===== src/rtl/img_spawn_queue.sv =====
// Spawn-index queue: filters the LFSR's 2-bit rand_num and buffers accepted indices for the sprite spawner.
// Optional macro SPAWN_NO_TRIPLE_EN rejects a third identical consecutive accepted index.
module img_spawn_queue #(
    parameter int DEPTH  = 4,
    parameter int WARMUP = 8
) (
    input  logic                     dclk,
    input  logic                     rst,
    input  logic [1:0]               rand_num,
    input  logic                     enable,
    input  logic                     pop,
    output logic                     img_valid,
    output logic [1:0]               img_idx,
    output logic [1:0]               next_idx,
    output logic [$clog2(DEPTH):0]   count,
    output logic [7:0]               pop_total
);
    localparam int            AW       = $clog2(DEPTH);
    localparam logic [AW:0]   FULL     = (AW+1)'(DEPTH);
    localparam logic [7:0]    WARMUP_L = 8'(WARMUP);

    typedef enum logic [1:0] {S_IDLE, S_WARMUP, S_RUN} state_t;

    state_t         state_q, state_d;
    logic [7:0]     wcnt_q, wcnt_d;
    logic [AW-1:0]  wr_ptr_q, wr_ptr_d;
    logic [AW-1:0]  rd_ptr_q, rd_ptr_d;
    logic [AW:0]    count_q, count_d;
    logic [7:0]     pop_total_q, pop_total_d;
    logic [1:0]     mem_q [DEPTH];
    logic [1:0]     mem_d [DEPTH];
    logic           flush, run, pop_ok, push_ok, triple;

`ifdef SPAWN_NO_TRIPLE_EN
    logic [1:0]     h0_q, h0_d, h1_q, h1_d;
    logic           hv0_q, hv0_d, hv1_q, hv1_d;

    assign triple = hv0_q && hv1_q && (rand_num == h0_q) && (rand_num == h1_q);
`else
    assign triple = 1'b0;
`endif

    // Control FSM; every entry into (or stay in) IDLE flushes the queue.
    always_comb begin
        state_d = state_q;
        wcnt_d  = wcnt_q;
        flush   = 1'b0;
        case (state_q)
            S_IDLE: begin
                if (enable) begin
                    if (WARMUP == 0) begin
                        state_d = S_RUN;
                    end else begin
                        state_d = S_WARMUP;
                        wcnt_d  = WARMUP_L;
                    end
                end else begin
                    flush = 1'b1;
                end
            end
            S_WARMUP: begin
                if (!enable) begin
                    state_d = S_IDLE;
                    wcnt_d  = 8'd0;
                    flush   = 1'b1;
                end else if (wcnt_q <= 8'd1) begin
                    state_d = S_RUN;
                    wcnt_d  = 8'd0;
                end else begin
                    wcnt_d  = wcnt_q - 8'd1;
                end
            end
            S_RUN: begin
                if (!enable) begin
                    state_d = S_IDLE;
                    flush   = 1'b1;
                end
            end
            default: begin
                state_d = S_IDLE;
                flush   = 1'b1;
            end
        endcase
    end

    // A full queue still accepts a push when the head is popped in the same cycle.
    always_comb begin
        run     = (state_q == S_RUN) && enable;
        pop_ok  = run && pop && (count_q != '0);
        push_ok = run && (rand_num != 2'd3) && ((count_q < FULL) || pop_ok) && !triple;

        mem_d = mem_q;
        if (push_ok) begin
            mem_d[wr_ptr_q] = rand_num;
        end

        wr_ptr_d    = push_ok ? wr_ptr_q + AW'(1) : wr_ptr_q;
        rd_ptr_d    = pop_ok  ? rd_ptr_q + AW'(1) : rd_ptr_q;
        pop_total_d = pop_ok  ? pop_total_q + 8'd1 : pop_total_q;

        count_d = count_q;
        if (push_ok && !pop_ok) begin
            count_d = count_q + (AW+1)'(1);
        end else if (pop_ok && !push_ok) begin
            count_d = count_q - (AW+1)'(1);
        end

        if (flush) begin
            wr_ptr_d    = '0;
            rd_ptr_d    = '0;
            count_d     = '0;
            pop_total_d = 8'd0;
        end
    end

`ifdef SPAWN_NO_TRIPLE_EN
    always_comb begin
        h0_d  = h0_q;
        h1_d  = h1_q;
        hv0_d = hv0_q;
        hv1_d = hv1_q;
        if (push_ok) begin
            h1_d  = h0_q;
            h0_d  = rand_num;
            hv1_d = hv0_q;
            hv0_d = 1'b1;
        end
        if (flush) begin
            hv0_d = 1'b0;
            hv1_d = 1'b0;
        end
    end

    always_ff @(posedge dclk) begin
        h0_q <= h0_d;
        h1_q <= h1_d;
        if (rst) begin
            hv0_q <= 1'b0;
            hv1_q <= 1'b0;
        end else begin
            hv0_q <= hv0_d;
            hv1_q <= hv1_d;
        end
    end
`endif

    always_ff @(posedge dclk) begin
        if (rst) begin
            state_q     <= S_IDLE;
            wcnt_q      <= 8'd0;
            wr_ptr_q    <= '0;
            rd_ptr_q    <= '0;
            count_q     <= '0;
            pop_total_q <= 8'd0;
        end else begin
            state_q     <= state_d;
            wcnt_q      <= wcnt_d;
            wr_ptr_q    <= wr_ptr_d;
            rd_ptr_q    <= rd_ptr_d;
            count_q     <= count_d;
            pop_total_q <= pop_total_d;
        end
    end

    // Storage is not reset; outputs are masked by count instead.
    always_ff @(posedge dclk) begin
        mem_q <= mem_d;
    end

    assign img_valid = (count_q != '0);
    assign img_idx   = img_valid ? mem_q[rd_ptr_q] : 2'd0;
    assign next_idx  = (count_q >= (AW+1)'(2)) ? mem_q[rd_ptr_q + AW'(1)] : 2'd0;
    assign count     = count_q;
    assign pop_total = pop_total_q;

endmodule


===== config.mk =====
export PLATFORM = sky130hd
export DESIGN_NAME = img_spawn_queue
export DESIGN_NICKNAME = d
export VERILOG_FILES = /design/src/rtl/img_spawn_queue.sv
export SDC_FILE = /design/constraint.sdc
export NUM_CORES = 1
export LEC_CHECK = 0
export ABC_AREA = 1
export ABC_CLOCK_PERIOD_IN_PS = 2570
export CORE_ASPECT_RATIO = 0.5
export CORE_MARGIN = 2
export CORE_UTILIZATION = 55
export DETAILED_ROUTE_END_ITERATION = 16
export GPL_TIMING_DRIVEN = 0
export MAX_ROUTING_LAYER = met4
export PLACE_DENSITY = 0.76
export SLEW_MARGIN = 20
export SYNTH_ARGS = -nofsm -noshare
export SYNTH_HDL_FRONTEND = slang
export SYNTH_SLANG_ARGS = --single-unit

===== constraint.sdc =====
create_clock -name dclk -period 2.57 [get_ports dclk]
set_clock_uncertainty 0.1 [all_clocks]
set_input_delay 0.514 -clock dclk [delete_from_list [all_inputs] [get_ports dclk]]
set_output_delay 0.514 -clock dclk [all_outputs]
set_load 0.005 [all_outputs]

Word level (Yosys, flattened, before mapping)
Index checks and enable logic that the tools add are counted.

storage, ports and cells
  register bits = 33
  word-level logic and storage cells = 75

cells by class
  magnitude comparators = 7
  muxes and demuxes = 24
  reduce and logical (&&, ||, !) cells = 19
  bitwise gates (word level) = 3
  eq/ne operators = 6
  add/subtract/negate cells = 6

operator list
  operator                                              count
  2-to-1 mux 8 bit                                      3
  2-to-1 mux 2 bit                                      11
  one-hot mux 8 bit (2 select lines)                    1
  >= comparator 3 bit (second input constant)           3
  NOT 2 -> 3 bit                                        3
  adder 8 x 1 -> 8 bit (second input constant)          1
  binary-select mux 2 bit (select 2 bit)                2
  bitwise mux 8 bit                                     1
  <= comparator 8 x 1 -> 1 bit (second input constant)  1
  logical AND 1 bit                                     8
  subtractor 8 x 1 -> 8 bit (second input constant)     1
  2-to-1 mux 3 bit                                      2
  != test 2 bit (second input constant)                 3
  one-hot mux 2 bit (3 select lines)                    1
  adder 2 x 1 -> 2 bit (second input constant)          2
  demux 2 bit (select 2 bit)                            1
  nonzero test 2 bit                                    2
  adder 3 x 1 -> 3 bit (second input constant)          1
  >= comparator 3 x 2 -> 1 bit (second input constant)  1
  < comparator 3 x 1 -> 1 bit (second input constant)   1
  < comparator 3 bit (second input constant)            1
  != test 3 bit (second input constant)                 1
  AND reduction 3 bit                                   1
  nonzero test 3 bit                                    1
  10 further kinds                                      12

Longest topological paths before layout
Gate-level depths: netlist of the first run.

  depth after elaboration = 10
  mapped depth = 14
  gate-level depth less buffers = 13

Least setup slack after synthesis of the first run
No wires, ideal clock.

  path type = input to register
  from = input enable
  to = register count_q[1] (netlist: count[1])
  path buffers = 1
  cell stages on the path = 9
  required time = 2.352 ns
  setup slack = 0.589 ns
  arrival time = 1.763 ns
  cell sequence = nand3_2 > nor2_4 > nand2_4 > buf_6 > ha_1 > inv_1 > fa_1 > mux2i_1 > nor2_1

between the ends
  word-level cells in the longest chain between the ends = 8

RTL lines
  element                              line  source
  from (decl)                          10    input logic enable,
  logical AND 1 bit                    88    run = (state_q == S_RUN) && enable;
  logical AND 1 bit (2 in a row)       89    pop_ok = run && pop && (count_q != '0);
  logical OR 1 bit                     90    push_ok = run && (rand_num != 2'd3) && ((count_q < FULL) || pop_ok) && !triple;
  logical AND 1 bit                    90
  zero test 1 bit                      104   end else if (pop_ok && !push_ok) begin
  logical AND 1 bit                    104
  nonzero test 2 bit (no source line)  -
  to (signal assigned)                 160   count_q <= count_d;
  to (decl)                            28    logic [AW:0] count_q, count_d;

Several ways; a longest one is shown, not always the timed one.
A chain may end at the register's enable or synchronous reset.

Final worst setup path of the first run
Ends and elaborated chain as after synthesis.

==> results by group, run 1 <==
STA
  – Slew Limit Fails: 0
  – RSZ-0062 raised after global routing: false
  – Final hold viol count: 0
  – Final worst path period share: ~94%
  – Final setup viols: 0
  – Max_slew headroom: between 80% and 90%
  – Min cycle time layout: 2412 ps
  – Actual slew at the worst max-slew pin: 249.2 ps
  – Fmax: 414.6 MHz

Setup path
  – Crit path largest cell delay: ~550 ps
  – CP Capture Type: flop
  – CP Max Fanout: 10
  – Critical path type: in -> reg
  – CP startpoint kind: input pin
  – Reg2reg setup slack: 460 ps
  – Slowest cell on crit path: clkdlybuf4s50_1
  – Worst EP required: 2640 ps
  – Critical Path AT: around 2500 ps
  – Worst path cell trace: clkdlybuf4s50_1 > nand3_2 > nor2_4 > nand2_4 > buf_6 > ha_1 > inv_1 > fa_1 > mux2i_1 > nor2_1

Logic synthesis
  – Simple-Gate Fraction of Synth Area: 30.10%
  – Synth Instances: ~250
  – Syn Nets: 266
  – Main combinational cell family by area after synthesis: simple AND/OR/NAND/NOR gates
  – Post-synth top area share: between 20% and 30%
  – Post-Synth XOR/XNOR Area: 2.873%
  – Synth top area cells: dfxtp_1, edfxtp_1, nand2_1
  – Post-synthesis mux area share: less than 1%
  – Post-Synth Adder-Cell Area: 6.566%
  – Post-Synthesis Cell Area: between 1500 and 2000 µm²
  – Yosys top cell by area: dfxtp_1
  – Seq cells post-synth: 33
  – Avg Synthesized Cell Area: around 7.3 µm²
  – Seq/Total Area, Yosys: about 40%
  – Yosys cell types: 28
  – Syn. warnings: 0
  – Synth Area in Compound Gates: around 10%

Power and ir drop
  – Pint: 782.0 µW
  – Clock power share: about 35%
  – Final Power: 1.066 mW
  – Sequential power share: 52.3%
  – Net Switching: between 200 and 300 µW
  – Power density over the cells: approximately 500 nW/µm²
  – Switching share of power: about a quarter
  – Leak Pwr: between 0.9 and 1 nW
  – Gate power share: around an eighth
  – Worst vdd ir: ~0.00036 V

Global route
  – Global-route wire length before repair: approximately 6100 µm
  – Gr usage total: a little over a fifth
  – Largest net degree at the start of global routing: 11
  – Vias in the first global route: between 1000 and 1500
  – Initial antenna violation count: 0
  – Grt ovf: 0

Layout
  – Fraction of layout cells with a size suffix above 1: 10.00%
  – Filler cells: around 260
  – Post-layout net count: approximately 300
  – # diodes: 0
  – Post-Layout Cell Count: between 300 and 400
  – Syn-to-layout area delta: 18.74%

Clock network
  – CTS Hold Buffers Added: 0
  – Clock-pin slew on the worst setup and hold paths: ~70 ps
  – CTS resizes: 0
  – Clk sink count: 33
  – Postcts setup bufs: 0
  – H-tree levels: 2
  – Root Buffer Master: clkbuf_8
  – Skew-Pair Late Insertion Delay: approximately 280 ps
  – CTS buffer count: 5
  – Clk buf depth: 2
  – CTS tree: yes

Placement
  – DP HPWL: roughly 2700 µm
  – Final Wtd Congestion: 0.8690
  – Dpl cells: approximately 310
  – I/O Buffers: 21

Floorplanning
  – Rows: 14
  – Die Ht: ~45 µm
  – Core box area: around 3100 µm²
  – DIE WIDTH: between 80 and 90 µm
  – Die area: roughly 3800 µm²
  – Starting density of the core: slightly below 60%
  – I/O pin cnt: 22

Worst hold path
  – Hold Crit Class: reg -> reg

Detailed routing
  – Post-route ant nets: 0
  – Drt drc: 0
  – Wire length per cell: about 11 µm
  – Total wire length: between 3000 and 4000 µm
  – Pre-Repair DR Iteration Count: 4
  – Via count: 1600
  – DRT iter0 DRCs: between 60 and 70
  – Routed vias/inst: ~5.0

Outcome
  – Status: completed

Flow run
  – Max Cap Violations: 0
per-stage QoR:
step | util, % | instance area, µm² | setup WS [ps] | hold WS, ps | TNS, ps
finish | 70.45 | 2172 | 158.1 | 369.1 | 0
global route | 70.45 | 2172 | 10.10 | 394.6 | 0
CTS | 70.45 | 2172 | 144.6 | 371.9 | 0
detailed placement | 67.78 | 2090 | -148.3 | 361.6 | -270.0
global placement | 67.78 | 2090 | -100.9 | 357.4 | -166.3
floorplan | - | 1829 | 589.0 | 337.6 | 0
critical path, delay by kind of cell:
kind | cells | cell delay, ps
buf+inv | 3 | 790
simple gates | 4 | 430
fa+ha+maj | 2 | 620
mux | 1 | 130
placed cells by master, fill, tap and decap left out, types with 3 or more instances in the layout:
master / netlist / layout
clkdlybuf4s50_1: 0 / 21
ha_1: 8 / 8
nor2_2: 4 / 4
a21oi_1: 19 / 19
nor2_4: 3 / 3
nand2_1: 64 / 64
nand3_1: 11 / 11
edfxtp_1: 8 / 8
nand2_2: 3 / 3
inv_2: 4 / 4
clkbuf_8: 0 / 5
nor2_1: 34 / 34
dfxtp_1: 25 / 25
o21ai_0: 9 / 9
inv_1: 35 / 35
xor2_1: 4 / 4
cell families (layout without fill, tap and decap cells):
family	Yosys count	count (layout)
and+or+nand+nor	125	125
buffers and inverters	42	71
AOI/OAI and AO/OA	35	35
DFF	33	33
adders and majority gates	9	9
xor gates and xnor gates	6	6
muxes	1	1
layer usage:
layer | GRT usage (%) | part of all wire [%] | vias up
li1 | - | - | 844
met1 | 23.67 | 47 | 732
met2 | 37.97 | 48 | 16
met3 | 7.313 | 3.0 | 8
met4 | 8.889 | 1.7 | 0
met5 | - | 0 | -
power groups by stage:
stage                     sequential (mW)  clock, mW  combinational [mW]
final                               0.558      0.377               0.132
after global routing                0.559      0.417               0.150
after CTS                           0.557      0.387               0.132
after detailed placement            0.569          0               0.131
after global placement              0.569          0               0.127
after floorplan                     0.566          0              0.0983
registers in the layout, summed over array words and instances, names as in the netlist:
name       flops
mem_q          8
pop_total      8
count          3
wr_ptr_q       2
rd_ptr_q       2
state_q        2
wcnt_q         8
synth_stat cells:
| cell | count |
|---|---|
| edfxtp_1 | 8 |
| nand3_1 | 11 |
| o21ai_0 | 9 |
| or2_0 | 1 |
| nand2_2 | 3 |
| dfxtp_1 | 25 |
| o21ai_1 | 2 |
| xnor2_1 | 2 |
| o21ai_2 | 1 |
| nand3_2 | 2 |
| inv_2 | 4 |
| xor2_1 | 4 |
| a21oi_1 | 19 |
| buf_6 | 1 |
| mux2i_1 | 1 |
| nor2_4 | 3 |
| o211ai_1 | 2 |
| fa_1 | 1 |
| inv_1 | 35 |
| nor2_2 | 4 |
| nor2_1 | 34 |
| nand2_1 | 64 |
| a31oi_1 | 1 |
| nand4_1 | 2 |
| a211oi_1 | 1 |
| ha_1 | 8 |
| buf_2 | 2 |
| nand2_4 | 1 |
final cells by class:
cell class	count	area (µm²)	share of cell area, %
repair buffers	21	210.2	9.677
clock buffers	6	72.57	3.341
multi-input cells	176	920.9	42.40
inverters	39	146.4	6.740
plain buffers	3	21.27	0.9793
clock inverters	2	10.01	0.4608
well taps	40	50.05	2.304
flip-flops and latches	33	740.7	34.10
final timing paths:
kind	start	to	depth (start not counted)
setup / recovery	enable	count[1]	10
hold / removal	wcnt_q[1]	wcnt_q[1]	2
setup reg to reg	count[1]	count[2]	13
hold reg to reg	wcnt_q[1]	wcnt_q[1]	2
Note: power is estimated with default switching activity, not from simulation.
==> inputs of run 2 (changes only) <==
--- a/config.mk
+++ b/config.mk
@@ -7,6 +7,7 @@
 export LEC_CHECK = 0
 export ABC_AREA = 1
 export ABC_CLOCK_PERIOD_IN_PS = 2570
+export CAP_MARGIN = 10
 export CORE_ASPECT_RATIO = 0.5
 export CORE_MARGIN = 2
 export CORE_UTILIZATION = 55
==> results of run 2 <==
Same layout as run 1: the final DEF is identical, and so are final timing and power.
==> inputs of run 3 (changes only) <==
--- a/config.mk
+++ b/config.mk
@@ -5,16 +5,15 @@
 export SDC_FILE = /design/constraint.sdc
 export NUM_CORES = 1
 export LEC_CHECK = 0
-export ABC_AREA = 1
 export ABC_CLOCK_PERIOD_IN_PS = 2570
-export CAP_MARGIN = 10
+export CAP_MARGIN = 15
 export CORE_ASPECT_RATIO = 0.5
 export CORE_MARGIN = 2
-export CORE_UTILIZATION = 55
+export CORE_UTILIZATION = 54
 export DETAILED_ROUTE_END_ITERATION = 16
 export GPL_TIMING_DRIVEN = 0
 export MAX_ROUTING_LAYER = met4
-export PLACE_DENSITY = 0.76
+export PLACE_DENSITY = 0.75
 export SLEW_MARGIN = 20
 export SYNTH_ARGS = -nofsm -noshare
 export SYNTH_HDL_FRONTEND = slang
==> results by group, run 3 <==
Worst hold path
  – Hold Crit Class: reg -> reg

Logic synthesis
  – Synth top cells by count: dfxtp_1, nor2_1, xnor2_1
  – Post-synth EDFFs: 8 (unchanged)
  – Syn Nets: 176 (-34%)
  – Ys flop type: dfxtp_1
  – Most common cell in the netlist: dfxtp_1
  – Post-Synthesis Cell Area: 1693 µm² (-7.5%)
  – Synth top area cells: dfxtp_1, edfxtp_1, xnor2_1
  – Yosys cell types: 42 (+50%)
  – Avg Synthesized Cell Area: 10.51 µm² (+44%)
  – Post-synth top area share: 29.56% (+2.2 points)
  – Syn. warnings: 0 (unchanged)
  – Yosys top cell by area: dfxtp_1
  – Seq/Total Area, Yosys: 43.75% (+3.3 points)
  – Seq cells post-synth: 33 (unchanged)
  – Synth Instances: 161 (-36%)
  – Async SR Flop Fraction: 0% (unchanged)

Layout
  – Area of the multi-input gates: 913.4 µm² (-0.82%)
  – Syn-to-layout area delta: 23.28%
  – Most frequent cells in the layout: dfxtp_1, nor2_1, clkdlybuf4s50_1, xnor2_1, inv_1
  – Commonest non-fill, non-tap cell in the layout: dfxtp_1
  – Reg area: 742.0 µm² (+0.17%)
  – Fraction of layout cells with a size suffix above 1: 16.58% (+6.6 points)
  – Final non-filler cell area: 2087 µm² (-3.9%)
  – Post-layout net count: 207 (-30%)
  – Filler cells: 224 (-13%)
  – # diodes: 0 (unchanged)

Clock network
  – Clk sink count: 33 (unchanged)
  – H-tree levels: 2 (unchanged)
  – Skew-Pair Late Insertion Delay: 280 ps (about the same)
  – Clock-pin slew on the worst setup and hold paths: 70 ps (about the same)
  – CTS buffer count: 5 (unchanged)
  – CTS tree: yes
  – Clk buf depth: 2 (unchanged)
  – Root Buffer Master: clkbuf_8

Floorplanning
  – Core box area: 2995 µm² (-2.8%)
  – Die area: 3626 µm² (-5.4%)
  – I/O pin cnt: 22 (unchanged)
  – Rows: 14 (unchanged)
  – Starting density of the core: 56.52% (-2.8 points)
  – DIE WIDTH: 83.18 µm (-2.8%)
  – Die Ht: 43.59 µm (-2.7%)

Power and ir drop
  – Power density over the cells: 511.1 nW/µm² (+4.1%)
  – Worst vdd ir: 0.0004344 V (+19%)
  – Leak Pwr: 0.7716 nW (-15%)

Global route
  – Initial antenna violation count: 0 (unchanged)
  – Largest net degree at the start of global routing: 11 (unchanged)
  – Global-route wire length before repair: 5623 µm (-8.3%)
  – Gr usage total: 20.99% (-0.81 points)
  – Grt ovf: 0 (unchanged)
  – Vias in the first global route: 1203 (-18%)

Setup path
  – Buf+Inv Stages, Crit Path: 1 (-2)
  – CP Max Fanout: 5 (-5)
  – Worst EP required: 1960 ps (-680 ps)
  – Slowest cell on crit path: mux4_2
  – CP Capture Type: primary output
  – Reg2reg setup slack: 170 ps (-290 ps)
  – Critical Path AT: 1820 ps (-660 ps)
  – Worst path cell trace: mux4_2 > and2_1 > clkdlybuf4s50_1
  – CP startpoint kind: flop
  – CP delay by family, top: multiplexers
  – Crit path largest cell delay: 520 ps (-30 ps)
  – Critical path type: reg -> out

STA
  – Final worst slack: 135.9 ps (-22.17 ps)
  – Min cycle time layout: 2434 ps (+22.17 ps)
  – Final setup viols: 0 (unchanged)
  – Hold_ws: 427.2 ps (+58.09 ps)
  – Max_slew headroom: 71.27% (-12 points)
  – Final worst path period share: 94.71% (+0.86 points)
  – Actual slew at the worst max-slew pin: 427.0 ps (+177.8 ps)
  – Fmax: 410.8 MHz (-0.91%)
  – RSZ-0062 raised after global routing: false
  – Final hold viol count: 0 (unchanged)
  – Slew Limit Fails: 0 (unchanged)

Placement
  – I/O Buffers: 20 (-4.8%)
  – DP HPWL: 2440 µm (-10%)
  – Place WS: -388.9 ps (-240.6 ps)
  – DP Area: 1943 µm² (-7.0%)
  – Final Wtd Congestion: 0.7780 (-10%)

Detailed routing
  – Total wire length: 3427 µm (-3.7%)
  – Wire length per cell: 14.71 µm (+32%)
  – Pre-Repair DR Iteration Count: 6 (+2)
  – Post-route ant nets: 0 (unchanged)
  – Routed vias/inst: 5.502 (+10%)
  – DRT iter0 DRCs: 67 (+8.1%)
  – Drt drc: 0 (unchanged)
  – Via count: 1282 (-20%)

Flow run
  – Max Cap Violations: 0 (unchanged)

Outcome
  – Status: completed
==> run 3: metal layers <==
| layer | global-route usage (%) | routed length, µm |
|---|---|---|
| met5 | - | 0 |
| met1 | 24.67 | 1558 |
| met3 | 6.667 | 143 |
| met2 | 35.81 | 1682 |
| met4 | 5.574 | 43 |
==> run 3: timing repair <==
item | 4_1_cts | 5_1_grt
cloned | 0 | 0
pin swaps | 1 | 1
setup buffers | 2 | 3
hold buffers | 0 | 0
gates resized for setup | 4 | 6
endpoints found under the setup margin | 6 | 2
==> run 3: cells by family (layout without fill, tap and decap cells) <==
group,count (synthesis),in the layout,share of synthesized area [%]
AOI/OAI and AO/OA,21,21,9.535
xor gates and xnor gates,17,17,8.795
adders and majority gates,9,9,7.096
buffers and inverters,14,46,3.326
DFF,33,33,43.75
muxes,6,6,6.504
and+or+nand+nor,61,61,20.99
==> run 3: final timing paths <==
check	start	endpoint	cells after the start
hold / removal	wcnt_q[7]	wcnt_q[7]	2
setup / recovery	rd_ptr_q[1]	img_idx[0]	3
hold reg to reg	wcnt_q[7]	wcnt_q[7]	2
setup reg to reg	state_q[1]	count[2]	9
==> run 3: cell type report <==
| class | instances | area share [%] |
|---|---|---|
| Sequential cell | 33 | 35.55 |
| Multi-Input combinational cell | 114 | 43.77 |
| Timing Repair Buffer | 25 | 11.75 |
| Inverter | 9 | 1.619 |
| Buffer | 4 | 1.019 |
| Tap cell | 40 | 2.398 |
| Clock buffer | 5 | 3.297 |
| Clock inverter | 3 | 0.5995 |
==> run 3: report_power, final <==
part	internal, mW	switching [mW]	total [mW]
Sequential	0.546	0.0149	0.561
Combinational	0.0641	0.0754	0.140
Clock	0.182	0.184	0.366
Total	0.793	0.274	1.07
==> run 3: stage by stage <==
step	setup TNS (ps)	cells	power (mW)	util [%]
2_1_floorplan	0	161	0.6737	-
3_3_place_gp	-491.0	221	0.7033	64.87
3_5_place_dp	-619.7	221	0.7086	64.87
4_1_cts	0	230	1.068	68.34
5_1_grt	0	233	1.115	69.67
6_report	0	233	1.067	69.67
==> run 3: worst min-delay path, cell delays in order, from the launching register on <==
cell     delay (ps)
dfxtp_1         350
xnor2_1          70
nor2_1           70
